## src/rtl/l0_feeder.sv

```systemverilog
// Skewed L0 feeder: a shared FIFO of row-wide vectors read out diagonally, lane r
// trailing lane 0 by r cycles so a systolic array sees its west inputs aligned. Needs row >= 2.
module l0_feeder #(
   parameter int row   = 8,
   parameter int bw    = 4,
   parameter int depth = 64
) (
   input  logic              clk,
   input  logic              reset,
   input  logic [row*bw-1:0] in,
   input  logic [1:0]        in_inst,
   input  logic              wr,
   input  logic              rd,
   output logic [row*bw-1:0] out,
   output logic [row*2-1:0]  out_inst,
   output logic              o_full,
   output logic              o_ready,
   output logic              o_empty,
   output logic              o_valid
);
   localparam int AW = $clog2(depth);
   localparam int PW = AW + 1;

   logic [row*bw-1:0] r_mem_d [depth];
   logic [1:0]        r_mem_i [depth];
   logic [PW-1:0]     r_wp;
   logic [PW-1:0]     r_rp [row];
   logic [row-1:1]    r_vld_pipe;
   logic [row-1:0]    w_vld_p0;
   logic [PW-1:0]     w_used;
   logic              w_wr_acc;
   logic              w_rd_acc;

   // Flags come from pre-edge pointers; the slowest lane (row-1) decides when an entry is free.
   assign o_empty  = (r_rp[0] == r_wp);
   assign w_used   = r_wp - r_rp[row-1];
   assign o_full   = (w_used == PW'(depth));
   assign o_ready  = ~o_full;
   assign w_wr_acc = wr & ~o_full;
   assign w_rd_acc = rd & ~o_empty;
   assign w_vld_p0 = {r_vld_pipe, w_rd_acc};

   always_ff @(posedge clk) begin
      if (w_wr_acc && !reset) begin
         r_mem_d[r_wp[AW-1:0]] <= in;
         r_mem_i[r_wp[AW-1:0]] <= in_inst;
      end
   end

   // ---- stage boundary: lane r fires when its slot of the skew pipe is set ----
   always_ff @(posedge clk or posedge reset) begin
      if (reset) begin
         r_wp       <= '0;
         r_vld_pipe <= '0;
         o_valid    <= 1'b0;
         out        <= '0;
         out_inst   <= '0;
         for (int r = 0; r < row; r++) begin
            r_rp[r] <= '0;
         end
      end else begin
         if (w_wr_acc) begin
            r_wp <= r_wp + PW'(1);
         end
         r_vld_pipe <= w_vld_p0[row-2:0];
         o_valid    <= |w_vld_p0;
         for (int r = 0; r < row; r++) begin
            if (w_vld_p0[r]) begin
               out[r*bw +: bw]    <= r_mem_d[r_rp[r][AW-1:0]][r*bw +: bw];
               out_inst[r*2 +: 2] <= r_mem_i[r_rp[r][AW-1:0]];
               r_rp[r]            <= r_rp[r] + PW'(1);
            end else begin
               out_inst[r*2 +: 2] <= 2'b00;
            end
         end
      end
   end

endmodule

```

## config.mk

```make
export PLATFORM = sky130hd
export DESIGN_NAME = l0_feeder
export DESIGN_NICKNAME = d
export VERILOG_FILES = /design/src/rtl/l0_feeder.sv
export SDC_FILE = /design/constraint.sdc
export NUM_CORES = 2
export LEC_CHECK = 0
export BUFFER_PORTS_ARGS = -buffer_cell sky130_fd_sc_hd__buf_2
export CAP_MARGIN = 15
export CORE_MARGIN = 2
export CORE_UTILIZATION = 65
export CTS_CLUSTER_SIZE = 25
export DETAILED_ROUTE_END_ITERATION = 12
export PLACE_DENSITY_LB_ADDON = 0.05
export RECOVER_POWER = 50
export SKIP_LAST_GASP = 1
export SYNTH_ARGS = -nofsm -noshare
export SYNTH_HDL_FRONTEND = slang
export SYNTH_SLANG_ARGS = --single-unit
```

## constraint.sdc

```tcl
create_clock -name clk -period 13.8 [get_ports clk]
set_input_delay 3.45 -clock clk [delete_from_list [all_inputs] [get_ports clk]]
set_output_delay 3.45 -clock clk [all_outputs]
set_load 0.05 [all_outputs]
```

==> out/metrics.yaml <==
drtIter0Drc: 7414
die_w_um: 388.3
ys.warnings.count: 0
fillers: 8691
netlist_area_um2: 95970
final_cell_mix: "edfxtp_1, mux4_2, clkbuf_16"
cap_violations: 56
path_clk_slew_ps: 60
initial_core_util_pct: 65.23
total_power_mw: 21.65
synth-edff-count: 2176
rsz0062_at_grt: "no"
io_pins: 90
fin_nets: 4900
crit_path_max_fanout: 44
fin_crit_sh_pct: 63.84
gp_congestion: 0.9077
cts_made_buffers: 218
vias: 50985
synthToLayoutAreaGrowth_pct: 10.28
final_hold_viol_count: 0
final_common_cell: "edfxtp_1"
final_core_util_pct: 71.93
worstSetupEndpointType: "flop"
max_freq_mhz: 113.5
worst_pin_slew_ps: 4791
power_leakage_nw: 33.36
period_needed_ps: 8810
synth_seq_cells: 2289
grt_max_degree: 72
drv_slew: 2648
grt_pass1_vias: 50326
die_h_um: 388.3
synth_cell_types: 58
cts-resized-gates: 0
worstSetupPathType: "flop to flop"
skew_ps: 48.51
max_slew_margin_pct: -219.4
path_cells: "clkbuf_1 > clkbuf_1 > mux4_2 > o22ai_1 > a211oi_1 > a21oi_1 > nand2_1 > o211a_1"
antenna_left: 0
dp_hpwl_um: 153600
required_ps: 14590
finalSetupViolCount: 0
cts.sinks: 2289
path_common_cell: "clkbuf_1"
hp-class: "flop to flop"
gr-total-overflow: 0
htreeDepth: 4
worst_skew_pair.late_latency_ps: 860
die_area_um2: 150700
crit_buf_inv: 2
drc: 0
synth_area_per_cell_um2: 20.47
synth.yosys.seq_area_share_pct: 71.03
final.setup.tns_ps: 0
grt_first_pass_wirelength_um: 372000
wirelength_um: 261200
io_buffers: 89
synth_ff_type: "edfxtp_1"
rows: 141
grtUsageTotal_pct: 35.22
clockBufferDepth: 3
cp-start-kind: "flop"
hold_buffers: 0
crit_path_max_incr_delay_ps: 2850
cp_slowest_cell: "clkbuf_1"
violations: "capacitance limit, slew limit"
synthArstFlopShare_pct: 4.937
power_density_nw_per_um2: 204.5
core-area_um2: 147100
arrival_ps: 9600
drive_gt1_share_pct: 28.92
peakVddDrop_mv: 0.1726
vias_per_cell: 7.319
clock_tree.root_cell: "clkbuf_16"
status: "finished with violations"
synth_nets: 4741
first_pass_iters: 5
wire_per_inst_um: 37.50
cts_tree: "built"
antenna_found_initial: 5
postCtsSetupBuffers: 0
synth_cells: 4688
crit_family: "buffers and inverters"
-- sequential cells by signal (all words and copies together) (netlist names) --
| name | cells |
|---|---|
| r_wp | 7 |
| r_mem_i | 128 |
| out | 32 |
| o_valid | 1 |
| r_mem_d | 2048 |
| r_vld_pipe | 7 |
| out_inst | 16 |
| r_rp | 50 |
-- metal layers --
layer / wire length [um] / GRT usage, % / vias to the layer above
met3: 28540 / 8.459 / 572
met1: 96540 / 49.91 / 26874
met5: 36 / 0 / -
li1: - / - / 20188
met2: 122300 / 53.43 / 3345
met4: 13790 / 15.38 / 6
-- synth_stat cells, types with 53 or more instances --
cell type	number	area share, %
a22oi_1	62	0.48
mux4_2	723	17
nor2_1	106	0.41
nand3_1	102	0.53
dfrtp_1	113	2.9
nand2b_1	53	0.35
nand2_1	152	0.59
a21oi_1	56	0.29
mux2_2	130	1.5
clkbuf_1	92	0.36
mux2i_1	133	1.4
edfxtp_1	2176	68
buf_2	99	0.52
o22ai_1	82	0.53
nor2b_1	74	0.48
-- power by group --
| group | internal [mW] | switching (mW) | total (mW) | leakage [nW] |
|---|---|---|---|---|
| clock | 3.45 | 2.57 | 6.02 | 3.54 |
| combinational | 3.17 | 3.83 | 6.99 | 8.93 |
| sequential | 7.89 | 0.749 | 8.64 | 20.9 |
| total | 14.5 | 7.15 | 21.6 | 33.4 |
-- worst paths after layout --
path                           from        to  slack [ps]  cells after the start
min                         r_rp[6]   r_rp[6]         490                      1
max                        r_rp[21]   out[17]        4990                      8
max reg2reg                r_rp[21]   out[17]        4990                      8
min in group asynchronous     reset    out[3]        4150                      2
max in group asynchronous     reset  r_rp[44]        6950                      2
min reg2reg                 r_rp[6]   r_rp[6]         490                      1
-- stage by stage --
step / worst slack [ps] / cells / area, um2 / hold WS [ps]
after floorplan: 7363 / 4688 / 95970 / 372.7
after global placement: 7065 / 6543 / 98740 / 474.8
after detailed placement: 6969 / 6544 / 98760 / 482.2
after CTS: 6291 / 6952 / 106000 / 494.5
after global routing: 4342 / 6965 / 105800 / 515.1
final: 4990 / 6966 / 105800 / 491.0
-- logic make-up (layout without fill, tap and decap cells) --
kind of cell | count (synthesis) | after routing | share of synthesized area, %
buffers and inverters | 322 | 669 | 1.870
muxes | 994 | 994 | 20.10
adders and majority gates | 15 | 15 | 0.1956
xor gates and xnor gates | 58 | 58 | 0.5293
other | 0 | 1 | 0
and+or+nand+nor | 592 | 592 | 3.066
AOI/OAI and AO/OA | 418 | 418 | 3.208
DFF | 2289 | 2289 | 71.03
-- final cells by class --
cell class | instances | area (um2) | area share, %
Antenna cell | 1 | 2.502 | 0.002364
Clock buffer | 290 | 6002 | 5.671
Clock inverter | 118 | 1219 | 1.151
Inverter | 10 | 38.79 | 0.03665
Multi-Input combinational cell | 2077 | 26490 | 25.03
Sequential cell | 2289 | 68220 | 64.46
Tap cell | 1930 | 2415 | 2.282
Timing Repair Buffer | 251 | 1455 | 1.375
(Power assumes the default switching activity.)
